File: config.mk
export PLATFORM = sky130hd
export DESIGN_NAME = etcpu_boot_ctrl
export DESIGN_NICKNAME = d
export VERILOG_FILES = /design/src/rtl/etcpu_boot_pkg.sv /design/src/rtl/etcpu_boot_ctrl.sv
export SDC_FILE = /design/constraint.sdc
export NUM_CORES = 1
export LEC_CHECK = 0
export BUFFER_PORTS_ARGS = -buffer_cell sky130_fd_sc_hd__buf_4
export CAP_MARGIN = 20
export CELL_PAD_IN_SITES_DETAIL_PLACEMENT = 0
export CELL_PAD_IN_SITES_GLOBAL_PLACEMENT = 1
export CORE_AREA = 2 2 90 92
export DETAILED_ROUTE_END_ITERATION = 12
export DIE_AREA = 0 0 92 94
export PLACE_DENSITY_LB_ADDON = 0.1
export SETUP_SLACK_MARGIN = 0.15
export SYNTH_ARGS = -nofsm -noshare
export SYNTH_HDL_FRONTEND = slang
export SYNTH_SLANG_ARGS = --single-unit
File: constraint.sdc
create_clock -name clk -period 3.8 [get_ports clk]
set_clock_uncertainty 0.2 [all_clocks]
set_input_delay 0 -clock clk [delete_from_list [all_inputs] [get_ports clk]]
set_output_delay 0 -clock clk [all_outputs]
set_load 0.1 [all_outputs]
File: src/rtl/etcpu_boot_pkg.sv
// Shared types for the etcpu boot sequencer: FSM state encoding and instruction word width.
package etcpu_boot_pkg;

  localparam int INST_W = 32;

  typedef enum logic [2:0] {
    IDLE,
    LOAD,
    HOLD,
    RUN,
    ERR
  } boot_st_t;

endpackage

File: src/rtl/etcpu_boot_ctrl.sv
// Boot sequencer: streams host words into instruction memory while holding the CPU in reset,
// then releases the core a fixed number of cycles after the last write.
module etcpu_boot_ctrl
  import etcpu_boot_pkg::*;
#(
  parameter int          INST_MEM_DEPTH = 256,
  parameter logic [31:0] BASE_ADDR      = 32'h0,
  parameter int          RST_HOLD       = 4,
  localparam int         CNT_W          = $clog2(INST_MEM_DEPTH) + 1
) (
  input  logic              clk,
  input  logic              rst_n,
  input  logic              boot_start,
  input  logic              ld_vld,
  output logic              ld_rdy,
  input  logic [INST_W-1:0] ld_dat,
  input  logic              ld_last,
  output logic              inst_mem_wr_wen,
  output logic [31:0]       inst_mem_wr_addr,
  output logic [INST_W-1:0] inst_mem_wr_dat,
  output logic              cpu_rst_n,
  output logic              busy,
  output logic              done,
  output logic              err,
  output logic [CNT_W-1:0]  word_cnt
);

  // Load port handshake: a beat transfers on any rising clk edge where ld_vld && ld_rdy.
  // ld_rdy is registered and never depends on ld_vld in the same cycle.

  localparam int                HOLD_W    = $clog2(RST_HOLD + 1);
  localparam logic [CNT_W-1:0]  DEPTH_C   = CNT_W'(INST_MEM_DEPTH);
  localparam logic [HOLD_W-1:0] HOLD_INIT = HOLD_W'(RST_HOLD - 1);

  boot_st_t          st, st_nxt;
  logic [CNT_W-1:0]  cnt_nxt;
  logic [HOLD_W-1:0] hold_cnt, hold_nxt;
  logic              accept;
  logic              full;

  always_comb begin
    accept   = (st == LOAD) && ld_vld && ld_rdy;
    full     = (word_cnt == DEPTH_C);
    st_nxt   = st;
    cnt_nxt  = word_cnt;
    hold_nxt = hold_cnt;
    case (st)
      IDLE, RUN, ERR: begin
        if (boot_start) begin
          st_nxt  = LOAD;
          cnt_nxt = '0;
        end
      end
      LOAD: begin
        if (accept) begin
          cnt_nxt = word_cnt + CNT_W'(1);
          if (ld_last) begin
            st_nxt   = HOLD;
            hold_nxt = HOLD_INIT;
          end
        end else if (ld_vld && full) begin
          st_nxt = ERR;
        end
      end
      HOLD: begin
        // A fresh request wins over a release that would happen this cycle.
        if (boot_start) begin
          st_nxt  = LOAD;
          cnt_nxt = '0;
        end else if (hold_cnt == '0) begin
          st_nxt = RUN;
        end else begin
          hold_nxt = hold_cnt - HOLD_W'(1);
        end
      end
      default: st_nxt = IDLE;
    endcase
  end

  // Outputs are decoded from the next state so they line up with the registered state.
  always_ff @(posedge clk or negedge rst_n) begin
    if (!rst_n) begin
      st               <= IDLE;
      word_cnt         <= '0;
      hold_cnt         <= '0;
      ld_rdy           <= 1'b0;
      busy             <= 1'b0;
      done             <= 1'b0;
      err              <= 1'b0;
      cpu_rst_n        <= 1'b0;
      inst_mem_wr_wen  <= 1'b0;
      inst_mem_wr_addr <= '0;
      inst_mem_wr_dat  <= '0;
    end else begin
      st              <= st_nxt;
      word_cnt        <= cnt_nxt;
      hold_cnt        <= hold_nxt;
      ld_rdy          <= (st_nxt == LOAD) && (cnt_nxt < DEPTH_C);
      busy            <= (st_nxt == LOAD) || (st_nxt == HOLD);
      done            <= (st_nxt == RUN);
      err             <= (st_nxt == ERR);
      cpu_rst_n       <= (st_nxt == RUN);
      inst_mem_wr_wen <= accept;
      if (accept) begin
        inst_mem_wr_addr <= BASE_ADDR + (32'(word_cnt) << 2);
        inst_mem_wr_dat  <= ld_dat;
      end
    end
  end

endmodule

Word level (Yosys, flattened, before mapping) --
Index checks and enable logic that the tools add are counted.
Storage, ports and cells: bits in registers 61, word-level logic and storage cells 52, output and inout bits 79, input port bits 37
Operators by class: $add $sub $neg 2, mux-type cells 15, equal/unequal tests 13, $lt $le $gt $ge 1, reductions and logical operators 11
Operator list (count):
- $mux 3 | 10
- $mux 9 | 2
- $pmux 9 s2 | 1
- $eq 3x2->1 const B | 4
- $add 9x1->9 const B | 1
- $eq 9x9->1 const B | 1
- $lt 9x9->1 const B | 1
- $pmux 3 s3 | 1
- $ne 2x2->1 const B | 4
- $eq 3x1->1 const B | 2
- $eq 3x3->1 const B | 2
- $logic_not 3->1 | 2
- $pmux 3 s2 | 1
- $reduce_and 5->1 | 1
- $logic_and 1x1->1 | 4
- $reduce_or 4->1 | 1
- $reduce_or 3->1 | 1
- $sub 3x1->3 const B | 1
- $reduce_bool 2->1 | 1
- $logic_or 1x1->1 | 1

Logic depth before layout (Yosys ltp) --
word-level depth 7, depth in mapped cells 8, depth with buffers taken out 6

Worst setup path before layout --
No wires, ideal clock.
kind reg-to-reg, start reg word_cnt[0], end reg word_cnt[8], setup time 124 ps, arrival 2225 ps, data required time 3476 ps, setup slack 1251 ps, period minus slack after synthesis 2549 ps, cell stages (with the launch flop) 6, buffers on the path 0, cell sequence dfrtp_1 ha_1 nand4_1 nor4_2 mux2_2 or2_1
Between the ends: cells in the longest elaborated chain, start to end 3
RTL lines:
- start: declaration | RTL line etcpu_boot_ctrl.sv:25 | output logic [CNT_W-1:0] word_cnt
- start signal: assignment | RTL line etcpu_boot_ctrl.sv:96 | word_cnt <= cnt_nxt;
- $add 9x1->9 | RTL line etcpu_boot_ctrl.sv:56 | cnt_nxt = word_cnt + CNT_W'(1);
- $mux 9 | RTL line etcpu_boot_ctrl.sv:55 | if (accept) begin
- $pmux 9 s2 | RTL line etcpu_boot_ctrl.sv:47 | case (st)
- via cnt_nxt[8] | RTL line etcpu_boot_ctrl.sv:36 | logic [CNT_W-1:0] cnt_nxt;
The timed path passes the listed nets, and every way through them passes these cells. A chain may end at the register's enable or synchronous reset.

Worst setup path after layout --
start reg st[2], end reg inst_mem_wr_addr[4]
Between the ends: cells in the longest elaborated chain, start to end 3
RTL lines:
- start: declaration | RTL line etcpu_boot_ctrl.sv:35 | boot_st_t st, st_nxt;
- start signal: assignment | RTL line etcpu_boot_ctrl.sv:95 | st <= st_nxt;
- $eq 3x1->1 | RTL line etcpu_boot_ctrl.sv:42 | accept = (st == LOAD) && ld_vld && ld_rdy;
- $logic_and 1x1->1 (2 in a row) | RTL line etcpu_boot_ctrl.sv:42
- end signal: assignment | RTL line etcpu_boot_ctrl.sv:105 | inst_mem_wr_addr <= BASE_ADDR + (32'(word_cnt) << 2);
- end: declaration | RTL line etcpu_boot_ctrl.sv:19 | output logic [31:0] inst_mem_wr_addr,
No other way between the ends.

==> run_results.csv <==
group,metric,value,unit
clocking,post_cts_resized,0,
route,route.detailed.drc,0,
job,drv_cap,0,
synth,yosys.area_share.simple,0.241,
global_routing,grt_max_degree,62,
sta,hold-worst-slack,0.0534,ns
floorplan,fp.dieH,94,um
sta,setup_tns,0,ns
synth,yosysSeqAreaShare,0.547,
floorplan,die_x,92,um
floorplan,dieArea,0.00865,mm2
synth,ys_ff_latch,61,
clocking,clk_latency,0.33,ns
sta,drv_slew,0,
synth,syn_avg_cell_area,9.37,um2
clocking,cts_max_path_buffers,2,
cells_and_area,fillers,722,
sta,fmax,420,MHz
floorplan,fp-row-count,32,
setup_path,cp_data_required_time,3.87,ns
synth,yosys_warnings,0,
clocking,cts_sinks,61,
global_routing,grt_overflow,0,
status,status,"finished, final reports clean",
route,wl_per_cell,12.6,um
floorplan,pin_count,116,
synth,synth-main-ff-cell,"dfrtp_1",
clocking,clock-root-buffer,"clkbuf_8",
synth,synth_top_family_by_area,"simple AND/OR/NAND/NOR gates",
clocking,h-tree-depth,3,
cells_and_area,multi_input_area,0.00107,mm2
route,drtPass1Iterations,4,
clocking,path_clk_slew,0.07,ns
route,wl,6.70,mm
sta,final-hold-violation-count,0,
global_routing,grt_pass1_wl,11.0,mm
cells_and_area,layout.nets,466,
setup_path,critical_path_class,"flop to flop",
clocking,cts_tree,"done",
synth,async_reset_ff_frac,1.00,
synth,syn_inst,298,
cells_and_area,fin_cells,532,
clocking,cts_made_buffers,9,
route,antenna_left,0,
setup_path,critPathLaunchType,"flop",
setup_path,crit_arrival,2.45,ns
floorplan,start_util,0.367,
sta,rsz0062_at_grt,"false",
placed_design,dpl.cell_count,480,
cells_and_area,syn2layout_area_growth,45.3,%
cells_and_area,diodes,0,
synth,yosys-mux-area-fraction,0.0291,
synth,yosysUniqueCellTypes,42,
setup_path,cp-end-kind,"flop",
global_routing,grt.total_usage,0.163,
placed_design,gp_congestion,0.755,
global_routing,antenna_found_initial,0,
synth,synth_compound_area_frac,0.0578,
sta,period_share,0.627,
synth,syn_area,0.00279,mm2
route,drt_first_iter_violations,103,
sta,worst_slew_pin_slew,0.800,ns
placed_design,portBuffers,92,
synth,synth-xor-area-share,0.00628,
hold_path,hold_path.class,"input pin to flop",
route,viasPerCell,4.33,
placed_design,dp_hpwl,4.31,mm
setup_path,critPathMaxFanout,21,
clocking,postCtsSetupBuffers,0,
synth,synthAdderAreaFrac,0.0179,
sta,slew_headroom,0.467,
sta,period_minus_slack,2.38,ns
cells_and_area,regArea,0.00153,mm2
cells_and_area,drive_gt1_frac,0.277,
floorplan,core_area,0.00761,mm2
synth,synth_edf_count,0,
global_routing,grt_pass1_vias,2290,
sta,setup_viol,0,
route,vias,2305,
cells by family (layout without fill, tap and decap cells):
kind of cell | Yosys count | count (layout)
AOI/OAI and AO/OA | 20 | 20
xor gates and xnor gates | 2 | 2
adders and majority gates | 4 | 4
buffers and inverters | 46 | 156
DFF | 61 | 61
muxes | 7 | 7
other | 1 | 23
and+or+nand+nor | 157 | 157
layer usage:
layer	vias up	track usage	part of all wire
met3	11	0.0385	0.058
li1	1162	-	-
met5	-	0	0
met4	0	0.0734	0.016
met2	77	0.252	0.45
met1	1055	0.217	0.47
flip-flops by register name, indices dropped and copies added (netlist names):
register          count
done                  1
st                    3
busy                  1
inst_mem_wr_dat      32
inst_mem_wr_addr      9
hold_cnt              3
err                   1
word_cnt              9
ld_rdy                1
inst_mem_wr_wen       1
cell usage after synthesis (3+ instances only):
| cell | instances | share of area |
|---|---|---|
| mux2i_1 | 4 | 0.014 |
| nand4_1 | 4 | 0.0090 |
| and2_1 | 3 | 0.0067 |
| nand3_1 | 6 | 0.011 |
| inv_1 | 10 | 0.013 |
| nand2_1 | 125 | 0.17 |
| ha_1 | 4 | 0.018 |
| clkbuf_1 | 7 | 0.0094 |
| o21ai_0 | 6 | 0.011 |
| dfrtp_1 | 61 | 0.55 |
| nor2_1 | 4 | 0.0054 |
| a21oi_1 | 3 | 0.0054 |
| buf_4 | 25 | 0.067 |
| buf_2 | 3 | 0.0054 |
critical path, cell delays in order, from the launching register on:
cell     delay [ns]
dfrtp_1        0.48
nor3b_1        0.53
nand2_2        0.09
inv_1          0.49
buf_4          0.36
nand2_1        0.08
nand2_1        0.07
worst paths after layout:
path | start | endpoint | slack, ns | depth (start not counted)
hold reg to reg | inst_mem_wr_dat[3]$_DFFE_PN0N_ | inst_mem_wr_dat[3]$_DFFE_PN0N_ | 0.27 | 2
hold / removal | ld_last | st[0]$_DFF_PN0_ | 0.05 | 4
setup reg to reg | st[2]$_DFF_PN0_ | inst_mem_wr_addr[4]$_DFFE_PN0N_ | 1.42 | 6
max in group asynchronous | rst_n | inst_mem_wr_dat[20]$_DFFE_PN0N_ | 2.77 | 2
min in group asynchronous | rst_n | hold_cnt[1]$_DFFE_PN0P_ | 0.07 | 2
setup / recovery | st[2]$_DFF_PN0_ | inst_mem_wr_addr[4]$_DFFE_PN0N_ | 1.42 | 6
area by class of cell:
class                           instances  area share
Multi-Input combinational cell        213       0.264
Tap cell                              102      0.0315
Clock buffer                           12      0.0383
Clock inverter                          4      0.0173
Inverter                               10     0.00926
Sequential cell                        61       0.376
Timing Repair Buffer                  130       0.263
placed cells by master (no fill, tap or decap), drive strengths merged, types with 2 or more instances in the layout:
cell type    count
clkbuf          12
or3b             2
a21boi           2
nor3b            2
o21ai            6
o31ai            2
dfrtp           61
nor4             3
a21oi            3
buf             94
ha               4
and2             4
bufinv           2
inv             10
nand2          125
nand4            4
o211ai           2
conb            23
mux2             3
mux2i            4
nand3            6
clkinv           2
dlygate4sd3     36
nor2             4
through the flow:
stage               cell area (um2)  utilization  setup WS (ns)
floorplan                      2870            -           1.25
global placement               3470        0.456           1.44
detailed placement             3470        0.456           1.38
CTS                            4060        0.533           1.37
global route                   4060        0.533           1.15
finish                         4060        0.533           1.42
repair_timing:
action / in CTS / in global routing
setup endpoints to repair: 0 / 0
hold buffers: 36 / 0
hold endpoints to repair: 101 / 0
Power is not shown: default switching activity piles up to over one toggle a cycle in this logic, so the estimate is an artifact.
